### config.mk
export PLATFORM = sky130hd
export DESIGN_NAME = ps2_keyevent_rx_flat
export DESIGN_NICKNAME = d
export VERILOG_FILES = /design/src/rtl/ps2_keyevent_rx_if.sv /design/src/rtl/ps2_keyevent_rx.sv /design/src/flat_wrapper.sv
export SDC_FILE = /design/constraint.sdc
export NUM_CORES = 1
export LEC_CHECK = 0
export ABC_AREA = 1
export CORE_ASPECT_RATIO = 0.6
export CORE_UTILIZATION = 30
export DETAILED_ROUTE_END_ITERATION = 10
export DONT_BUFFER_PORTS = 1
export SLEW_MARGIN = 20
export SYNTH_ARGS = -nofsm -noshare
export SYNTH_HDL_FRONTEND = slang
export SYNTH_SLANG_ARGS = --single-unit
### constraint.sdc
create_clock -name sys_clk -period 4.4 [get_ports sys_clk]
set_input_delay 0.44 -clock sys_clk [delete_from_list [all_inputs] [get_ports sys_clk]]
set_output_delay 0.44 -clock sys_clk [all_outputs]
set_load 0.01 [all_outputs]
### src/rtl/ps2_keyevent_rx_if.sv
// Key-event stream bundle between the PS/2 receiver and its consumer.
// master: drives event_code/ext/break/valid, samples event_ready; slave: the reverse.
interface ps2_keyevent_rx_if;
    logic [7:0] event_code;
    logic       event_ext;
    logic       event_break;
    logic       event_valid;
    logic       event_ready;

    modport master (
        output event_code,
        output event_ext,
        output event_break,
        output event_valid,
        input  event_ready
    );

    modport slave (
        input  event_code,
        input  event_ext,
        input  event_break,
        input  event_valid,
        output event_ready
    );
endinterface

### src/rtl/ps2_keyevent_rx.sv
// PS/2 host receiver: filters the lines, frames 11-bit words, folds E0/F0 into
// flags and queues {break, ext, code} events in a fall-through FIFO.
// Ports: sys_clk/reset, PS2Clk/PS2Data pins, ev (event stream, master side),
// fifo_count (entries queued), frame_err (error pulse), overflow (sticky drop flag).
module ps2_keyevent_rx #(
    parameter int CLK_HZ     = 50_000_000,
    parameter int FIFO_DEPTH = 8,
    parameter int FILTER_LEN = 8,
    parameter int TIMEOUT_US = 2000
) (
    input  logic                          sys_clk,
    input  logic                          reset,
    input  logic                          PS2Clk,
    input  logic                          PS2Data,
    ps2_keyevent_rx_if.master             ev,
    output logic [$clog2(FIFO_DEPTH):0]   fifo_count,
    output logic                          frame_err,
    output logic                          overflow
);

    localparam int AW     = $clog2(FIFO_DEPTH);
    localparam int CW     = AW + 1;
    localparam int FW     = (FILTER_LEN > 1) ? $clog2(FILTER_LEN) : 1;
    localparam int TO_CYC = CLK_HZ / 1_000_000 * TIMEOUT_US;
    localparam int TW     = $clog2(TO_CYC + 1);

    typedef enum logic [1:0] {IDLE, DATA, PARITY, STOP} state_t;

    // ---------------- input conditioning ----------------
    // Index 0 is the clock line, index 1 the data line. Both get the same
    // lag, so data is already settled when the filtered clock falls.
    logic [1:0]    s1;
    logic [1:0]    s2;
    logic [1:0]    filt;
    logic          clk_d;
    logic [FW-1:0] fcnt [2];

    always_ff @(posedge sys_clk) begin
        if (reset) begin
            s1      <= 2'b11;
            s2      <= 2'b11;
            filt    <= 2'b11;
            clk_d   <= 1'b1;
            fcnt[0] <= '0;
            fcnt[1] <= '0;
        end else begin
            s1    <= {PS2Data, PS2Clk};
            s2    <= s1;
            clk_d <= filt[0];
            for (int i = 0; i < 2; i++) begin
                if (s2[i] == filt[i]) begin
                    fcnt[i] <= '0;
                end else if (fcnt[i] == FW'(FILTER_LEN - 1)) begin
                    filt[i] <= s2[i];
                    fcnt[i] <= '0;
                end else begin
                    fcnt[i] <= fcnt[i] + FW'(1);
                end
            end
        end
    end

    logic fall;
    logic data_f;

    assign fall   = clk_d & ~filt[0];
    assign data_f = filt[1];

    // ---------------- frame FSM ----------------
    state_t        state, state_n;
    logic [2:0]    bit_cnt, bit_cnt_n;
    logic [7:0]    shreg, shreg_n;
    logic          par_q, par_n;
    logic [TW-1:0] to_cnt, to_cnt_n;
    logic          ext_pend, ext_n;
    logic          brk_pend, brk_n;
    logic          push_req, push_req_n;
    logic [9:0]    push_data, push_data_n;
    logic          ferr_q, ferr_n;

    always_ff @(posedge sys_clk) begin
        if (reset) begin
            state     <= IDLE;
            bit_cnt   <= '0;
            shreg     <= '0;
            par_q     <= 1'b0;
            to_cnt    <= '0;
            ext_pend  <= 1'b0;
            brk_pend  <= 1'b0;
            push_req  <= 1'b0;
            push_data <= '0;
            ferr_q    <= 1'b0;
        end else begin
            state     <= state_n;
            bit_cnt   <= bit_cnt_n;
            shreg     <= shreg_n;
            par_q     <= par_n;
            to_cnt    <= to_cnt_n;
            ext_pend  <= ext_n;
            brk_pend  <= brk_n;
            push_req  <= push_req_n;
            push_data <= push_data_n;
            ferr_q    <= ferr_n;
        end
    end

    always_comb begin
        state_n     = state;
        bit_cnt_n   = bit_cnt;
        shreg_n     = shreg;
        par_n       = par_q;
        ext_n       = ext_pend;
        brk_n       = brk_pend;
        push_req_n  = 1'b0;
        push_data_n = push_data;
        ferr_n      = 1'b0;

        if (state == IDLE || fall) begin
            to_cnt_n = '0;
        end else begin
            to_cnt_n = to_cnt + TW'(1);
        end

        unique case (state)
            IDLE: begin
                if (fall && !data_f) begin
                    state_n   = DATA;
                    bit_cnt_n = '0;
                end
            end
            DATA: begin
                if (fall) begin
                    shreg_n   = {data_f, shreg[7:1]};
                    bit_cnt_n = bit_cnt + 3'd1;
                    if (bit_cnt == 3'd7) begin
                        state_n = PARITY;
                    end
                end
            end
            PARITY: begin
                if (fall) begin
                    par_n   = data_f;
                    state_n = STOP;
                end
            end
            STOP: begin
                if (fall) begin
                    state_n = IDLE;
                    if (data_f && (^{shreg, par_q})) begin
                        if (shreg == 8'hE0) begin
                            ext_n = 1'b1;
                        end else if (shreg == 8'hF0) begin
                            brk_n = 1'b1;
                        end else begin
                            push_req_n  = 1'b1;
                            push_data_n = {brk_pend, ext_pend, shreg};
                            ext_n       = 1'b0;
                            brk_n       = 1'b0;
                        end
                    end else begin
                        ferr_n = 1'b1;
                        ext_n  = 1'b0;
                        brk_n  = 1'b0;
                    end
                end
            end
            default: state_n = IDLE;
        endcase

        // Stalled frame: abandon it silently, prefix flags untouched.
        if (state != IDLE && !fall && to_cnt == TW'(TO_CYC - 1)) begin
            state_n  = IDLE;
            to_cnt_n = '0;
        end
    end

    // ---------------- event FIFO ----------------
    logic [9:0]    mem [FIFO_DEPTH];
    logic [AW-1:0] wp, wp_n;
    logic [AW-1:0] rp, rp_n;
    logic [CW-1:0] count, count_n;
    logic [9:0]    head, head_n;
    logic          valid_q;
    logic          ovf_q;
    logic          full;
    logic          rd_en;
    logic          wr_en;

    assign full  = (count == CW'(FIFO_DEPTH));
    assign rd_en = valid_q && ev.event_ready;
    assign wr_en = push_req && (!full || rd_en);

    always_comb begin
        wp_n = wr_en ? wp + AW'(1) : wp;
        rp_n = rd_en ? rp + AW'(1) : rp;
        unique case ({wr_en, rd_en})
            2'b10:   count_n = count + CW'(1);
            2'b01:   count_n = count - CW'(1);
            default: count_n = count;
        endcase
        // The new head may be the word being written this very cycle.
        if (wr_en && rp_n == wp) begin
            head_n = push_data;
        end else begin
            head_n = mem[rp_n];
        end
    end

    always_ff @(posedge sys_clk) begin
        if (wr_en) begin
            mem[wp] <= push_data;
        end
    end

    always_ff @(posedge sys_clk) begin
        if (reset) begin
            wp      <= '0;
            rp      <= '0;
            count   <= '0;
            head    <= '0;
            valid_q <= 1'b0;
            ovf_q   <= 1'b0;
        end else begin
            wp      <= wp_n;
            rp      <= rp_n;
            count   <= count_n;
            valid_q <= (count_n != '0);
            if (count_n != '0) begin
                head <= head_n;
            end
            if (push_req && full && !rd_en) begin
                ovf_q <= 1'b1;
            end
        end
    end

    assign ev.event_code  = head[7:0];
    assign ev.event_ext   = head[8];
    assign ev.event_break = head[9];
    assign ev.event_valid = valid_q;
    assign fifo_count     = count;
    assign frame_err      = ferr_q;
    assign overflow       = ovf_q;

endmodule
### src/flat_wrapper.sv
// flat-port wrapper written by rule: the top's interface ports become plain ports
module ps2_keyevent_rx_flat 
#(
    parameter int CLK_HZ     = 50_000_000,
    parameter int FIFO_DEPTH = 8,
    parameter int FILTER_LEN = 8,
    parameter int TIMEOUT_US = 2000
)
  (sys_clk, reset, PS2Clk, PS2Data, fifo_count, frame_err, overflow, ev_event_code, ev_event_ext, ev_event_break, ev_event_valid, ev_event_ready);
  ps2_keyevent_rx_if ev_i ();
  input  logic sys_clk;
  input  logic reset;
  input  logic PS2Clk;
  input  logic PS2Data;
  output logic [$clog2(FIFO_DEPTH):0] fifo_count;
  output logic frame_err;
  output logic overflow;
  output wire logic [$bits(ev_i.event_code)-1:0] ev_event_code;
  output wire logic [$bits(ev_i.event_ext)-1:0] ev_event_ext;
  output wire logic [$bits(ev_i.event_break)-1:0] ev_event_break;
  output wire logic [$bits(ev_i.event_valid)-1:0] ev_event_valid;
  input wire logic [$bits(ev_i.event_ready)-1:0] ev_event_ready;
  assign ev_event_code = ev_i.event_code;
  assign ev_event_ext = ev_i.event_ext;
  assign ev_event_break = ev_i.event_break;
  assign ev_event_valid = ev_i.event_valid;
  assign ev_i.event_ready = ev_event_ready;
  ps2_keyevent_rx #(.CLK_HZ(CLK_HZ), .FIFO_DEPTH(FIFO_DEPTH), .FILTER_LEN(FILTER_LEN), .TIMEOUT_US(TIMEOUT_US)) u_core (.sys_clk(sys_clk), .reset(reset), .PS2Clk(PS2Clk), .PS2Data(PS2Data), .ev(ev_i), .fifo_count(fifo_count), .frame_err(frame_err), .overflow(overflow));
endmodule
# Yosys cells after proc, flatten, opt, wreduce, memory -nomap -nowiden

Memories as Yosys holds them, arrays and structs flattened. A register that Yosys moved wholly into a read port is not among the register bits.
Index checks and enable logic that the tools add are counted.

$add $sub $neg: 8
Bitwise operators: 15
Reduce and logical (&&, ||, !) cells: 32
Mux-type cells: 51
Eq/ne operators: 21

Operators with widths:

| operator              | count |
|---|---|
| $mux 1                | 34 |
| $mux 3                | 9 |
| $add 17x1->17 const B | 1 |
| $eq 17x17->1 const B  | 1 |
| $eq 8x8->1 const B    | 2 |
| $add 3x1->3 const B   | 5 |
| $mux 2                | 5 |
| $reduce_and 5->1      | 2 |
| $eq 3x3->1 const B    | 3 |
| $reduce_and 3->1      | 3 |
| $reduce_xor 9->1      | 1 |
| $logic_and 1x1->1     | 8 |
| $ne 2x1->1 const B    | 4 |
| $not 1->1             | 8 |
| $pmux 2 s4            | 1 |
| $pmux 4 s2            | 1 |
| $reduce_and 2->1      | 4 |
| $eq 2x2->1 const B    | 3 |
| $or 1x1->1            | 6 |
| $pmux 3 s2            | 1 |
| $reduce_or 3->1       | 2 |
| $reduce_or 5->1       | 1 |
| $add 4x1->4 const B   | 1 |
| $eq 2x1->1 const B    | 2 |
| 12 further kinds      | 19 |

Word-level logic and storage cells: 149
RAM bits: 86
Memories kept: 2
Input bits: 5
Register bits: 64
Output and inout bits: 17

Memory list:

| memory      | depth | bits a word | read ports | clocked after Yosys merged registers in | wr ports | line                   | RTL |
|---|---|---|---|---|---|---|---|
| u_core.mem  | 8     | 10          | 1          | 1                                       | 1        | ps2_keyevent_rx.sv:178 | `logic [9:0] mem [FIFO_DEPTH];` |
| u_core.fcnt | 2     | 3           | 2          | 0                                       | 2        | ps2_keyevent_rx.sv:36  | `logic [FW-1:0] fcnt [2];` |

# Depth between registers and ports, before layout

Word-level depth: 7
Gate-level depth with buffers: 18
Depth with buffers taken out: 17

# Worst setup path before layout

OpenSTA, ideal clock, no wires.

Path kind: register to register
Start: register u_core.valid_q (netlist: u_core.ev.event_valid)
End: memory u_core.mem[1][0], enable pin
Library setup time: 0.376 ns
Cell stages (with the launch flop): 9
Required time: 4.024 ns
Setup slack: 2.306 ns
Data arrival time: 1.717 ns
Path buffers: 0
Path through: dfxtp_1 nand2_2 inv_1 nor2_1 nor2_1 inv_1 nor2_1 inv_1 nor2_1

Longest elaborated chain between the ends: 5

Ends and longest elaborated chain:

| what                         | line                   | RTL |
|---|---|---|
| from (decl)                  | ps2_keyevent_rx.sv:183 | `logic valid_q;` |
| from (signal assigned)       | ps2_keyevent_rx.sv:227 | `valid_q <= (count_n != '0);` |
| $logic_and 1x1->1            | ps2_keyevent_rx.sv:190 | `assign rd_en = valid_q && ev.event_ready;` |
| $logic_or 1x1->1             | ps2_keyevent_rx.sv:191 | `assign wr_en = push_req && (!full \|\| rd_en);` |
| $logic_and 1x1->1            | ps2_keyevent_rx.sv:191 |  |
| $mux 1                       | ps2_keyevent_rx.sv:210 | `if (wr_en) begin` |
| $mux 1 (not written as such) | ps2_keyevent_rx.sv:211 | `mem[wp] <= push_data;` |
| to (decl)                    | ps2_keyevent_rx.sv:178 |  |

No other way between the ends.

# Worst setup path in the final report

Start: register u_core.rp[0]
End: register u_core.head[4] (read register of u_core.mem)

Longest elaborated chain between the ends: 2

Ends and longest elaborated chain:

| what                   | line                   | RTL |
|---|---|---|
| from (decl)            | ps2_keyevent_rx.sv:180 | `logic [AW-1:0] rp, rp_n;` |
| from (signal assigned) | ps2_keyevent_rx.sv:225 | `rp <= rp_n;` |
| $add 3x1->3            | ps2_keyevent_rx.sv:195 | `rp_n = rd_en ? rp + AW'(1) : rp;` |
| $mux 3 (*)             | ps2_keyevent_rx.sv:195 |  |
| to (decl)              | ps2_keyevent_rx.sv:182 | `logic [9:0] head, head_n;` |

Every way passes the cells marked *; elsewhere a longest branch is shown, timed or not.
A chain may end at the register's enable or synchronous reset.

==> results.tsv <==
stage	metric	value	unit
cells_and_area	design.final.nets	866	
timing	worst_pin_slew	1.05	ns
global_routing	global_route.overflow_total	0	
place	hpwlAfterDp	10.4	mm
drt	detail_route.wl_per_cell	13.5	µm
cells_and_area	antennaDiodeCount	0	
clocking	cts_tree	done	
clocking	post_cts_resize_count	0	
min_path	whs_endpoint	u_core.overflow	
drt	drt-initial-drc-count	481	
timing	report.final.slew_viol_count	0	
die	placement_rows	43	
pwr	leakage	3.27	nW
die	initial_core_util	30.9	%
clocking	cts_max_path_buffers	2	
clocking	clock-sinks	160	
clocking	postCtsHoldBufs	0	
pwr	power.share.switching	27.5	%
setup_path	path_class	register to register	
logic_synthesis	yosys-mux-area-fraction	0	%
min_path	min_delay_path_depth	1	
global_routing	groute.usage.overall	13.8	%
timing	setup_violations	0	
logic_synthesis	synthTopCellsByArea	edfxtp_1 (36%), dfxtp_1 (21%), nand2_1 (10%), nand3_1 (7.9%), inv_1 (6.7%)	
min_path	hold_class	primary input to register	
die	io_pins	22	
drt	drt-pass1-iter-count	5	
clocking	cts_inserted_buffers	17	
drt	drc	0	
timing	finalHoldViolCount	0	
pwr	power.total	3.44	mW
clocking	clk_root_buffer_cell	clkbuf_16	
setup_path	rrSetupSlack	1.48	ns
setup_path	cp.required	4.72	ns
place	io_buffers	0	
logic_synthesis	yosys.area_share.simple	27.1	%
logic_synthesis	synthCells	851	
global_routing	grt_first_pass_wirelength	26.0	mm
pwr	p_int	2.50	mW
global_routing	first_global_vias	4801	
logic_synthesis	synthAdderAreaFrac	2.43	%
pwr	net-switching-power	946	µW
timing	final.setup_skew	0.00982	ns
logic_synthesis	netlist_area	7220	µm²
logic_synthesis	synth_largest_type_area_fraction	35.8	%
logic_synthesis	yosys.area_share.xor_xnor	0.849	%
global_routing	maximum_number_of_pins_on_one_net_before_global_route_repair	44	
timing	max_freq	342	MHz
die	floorplan_die_area	24700	µm²
logic_synthesis	synth.ff_latch_count	160	
logic_synthesis	compound_gate_fraction_of_synth_area	4.62	%
die	die_w	202	µm
pwr	combinationalPowerShare	11.7	%
pwr	power.density_cell_area	428	nW/µm²
clocking	ctsHtreeMaxLevel	4	
logic_synthesis	synth.avg_cell_area	8.49	µm²
place	cell_count_after_placement	1143	
cells_and_area	instances_no_fill	1175	
die	die_height	122	µm
min_path	hold_start	reset	
place	globalplace.congestion	0.838	
cells_and_area	post_route_cells_drive_above_1_share	5.00	%
pwr	p_clk_share	39.3	%
global_routing	grt_antenna_before_repair	0	
setup_path	timing.critical_path.arrival	3.24	ns
timing	fin_setup_tns	0	ns
timing	rsz0062_at_grt	no	
drt	route.vias.total	5349	
drt	postRouteWirelength	15.9	mm
clocking	post_cts_buffers	0	
setup_path	rr_startpoint	u_core.rp[0]	
run_status	outcome	complete, no violations	
die	fp.coreArea	23300	µm²
logic_synthesis	yosys.area.top_type	edfxtp_1	
drt	ant_nets	0	
logic_synthesis	synth-seq-area-share	56.3	%
logic_synthesis	synth.distinct_cells	34	
setup_path	critPathLaunchType	register	
clocking	clkSlewWorstSetupHoldPaths	0.07	ns
setup_path	worstSetupEndpointType	register	
logic_synthesis	ys.warnings.count	0	
timing	fin_crit	2.92	ns
drt	vias_per_inst	4.55	
setup_path	worstPathMaxFanout	22	
timing	whs	0.0670	ns
setup_path	r2r_cells	12	
pwr	power.sequential.fraction	49.0	%
logic_synthesis	combinational_family_with_the_most_area_after_synthesis	simple AND/OR/NAND/NOR gates	
run	max-cap-violations	0	
setup_path	timing.rr.end	u_core.head[4]	
cells_and_area	area_overhead_of_the_layout_relative_to_synthesis	11.4	%
pwr	worst_ir_drop_vdd	289	µV
timing	maxSlewHeadroom	29.9	%
timing	post-route-period-util	66.4	%
clocking	clk-insertion-delay-late	0.43	ns
stage by stage:
| step | area, µm² | worst slack (ns) | util (%) |
|---|---|---|---|
| 5_1_grt | 8050 | 1.09 | 34.5 |
| 6_report | 8050 | 1.48 | 34.5 |
| 2_1_floorplan | 7240 | 2.31 | - |
| 4_1_cts | 8040 | 1.48 | 34.4 |
| 3_3_place_gp | 7500 | 1.55 | 32.1 |
| 3_5_place_dp | 7510 | 1.48 | 32.2 |
sequential cells by signal, summed over array words and instances (netlist names), 2 cells and up:
signal and flops:
u_core.rp 3, u_core.shreg 8, u_core.state 2, u_core.fcnt 6, u_core.to_cnt 17, u_core.fifo_count 4, u_core.wp 3, u_core.bit_cnt 3
u_core.head 10, u_core.mem 80, u_core.s2 2, u_core.s1 2, u_core.push_data 10, u_core.filt 2
placed cells by master, fill, tap and decap left out, types with 6 or more instances in the layout:
| cell type | synthesis | final |
|---|---|---|
| a21oi_1 | 40 | 40 |
| clkbuf_16 | 0 | 17 |
| conb_1 | 1 | 6 |
| dfxtp_1 | 74 | 74 |
| edfxtp_1 | 86 | 86 |
| ha_1 | 14 | 14 |
| inv_1 | 128 | 128 |
| nand2_1 | 200 | 200 |
| nand3_1 | 114 | 114 |
| nand3b_1 | 14 | 14 |
| nor2_1 | 81 | 78 |
| nor3_1 | 13 | 13 |
| o21ai_0 | 18 | 18 |
cells in the mapped netlist:
library cell and instances:
nand2_1 200, and3_1 2, nor2_1 81, nand3_2 2, a31oi_1 1, nor4_1 5, nand3_1 114, nand2_4 1
nand2_2 2, xnor2_1 2, conb_1 1, nor3_1 13, ha_1 14, o21bai_1 1, nand3b_1 14, a211oi_1 2
o21ai_0 18, edfxtp_1 86, buf_1 1, a21oi_1 40, inv_1 128, inv_2 2, buf_6 1, clkinv_1 1
buf_4 1, or2_2 5, nor3b_1 2, buf_2 13, dfxtp_1 74, clkbuf_1 12, nand4_1 5, o211ai_1 1
o21a_1 1, xor2_1 5
worst max-delay path by stage:
stage	start	to	slack [ns]	cells past startpoint
4_1_cts	u_core.rp[0]	u_core.head[6]	1.48	11
3_5_place_dp	u_core.rp[0]	u_core.head[7]	1.48	12
3_3_place_gp	u_core.ev.event_valid	u_core.mem[7][0]	1.55	8
6_report	u_core.rp[0]	u_core.head[4]	1.48	12
2_1_floorplan	u_core.ev.event_valid	u_core.mem[1][0]	2.31	8
5_1_grt	u_core.ev.event_valid	u_core.head[3]	1.09	14
layout make-up:
| class | instances | area (µm²) |
|---|---|---|
| Tap cell | 315 | 394 |
| Sequential cell | 160 | 4060 |
| Fill cell | 2394 | 15300 |
| Inverter | 131 | 492 |
| Multi-Input combinational cell | 537 | 2560 |
| Clock buffer | 21 | 470 |
| Clock inverter | 11 | 65.1 |
critical path, cell delays in order, from the launching register on:
cell	delay [ns]
dfxtp_1	0.33
ha_1	0.28
nand3_1	0.08
nand2_1	0.69
inv_1	0.61
nand3_1	0.23
nand3_1	0.12
nand3_1	0.12
nand2_1	0.08
inv_1	0.06
nand2_1	0.05
nand2_1	0.09
nor2_1	0.06
layer usage:
layer  share of wire, %  wire length [µm]  global-route usage [%]
met5                  0                 0                       0
met4                1.5               233                    5.40
met3                6.2               977                    3.58
met2                 38              5970                    18.0
met1                 55              8690                    21.0
power by group through the flow:
stage / clock network [mW] / registers, mW / logic (mW)
floorplan: 0 / 1.70 / 0.329
global placement: 0 / 1.72 / 0.399
detailed placement: 0 / 1.72 / 0.400
CTS: 1.38 / 1.69 / 0.401
global route: 1.44 / 1.70 / 0.479
finish: 1.35 / 1.69 / 0.403
logic make-up (layout without fill, tap and decap cells):
kind of cell    after synthesis  after routing
compound gates               64             64
simple gates                446            446
flops                       160            160
other cells                   1              6
buf+inv                     159            163
fa+ha+maj                    14             14
xor+xnor                      7              7
Power figures use the tool's default switching activity.
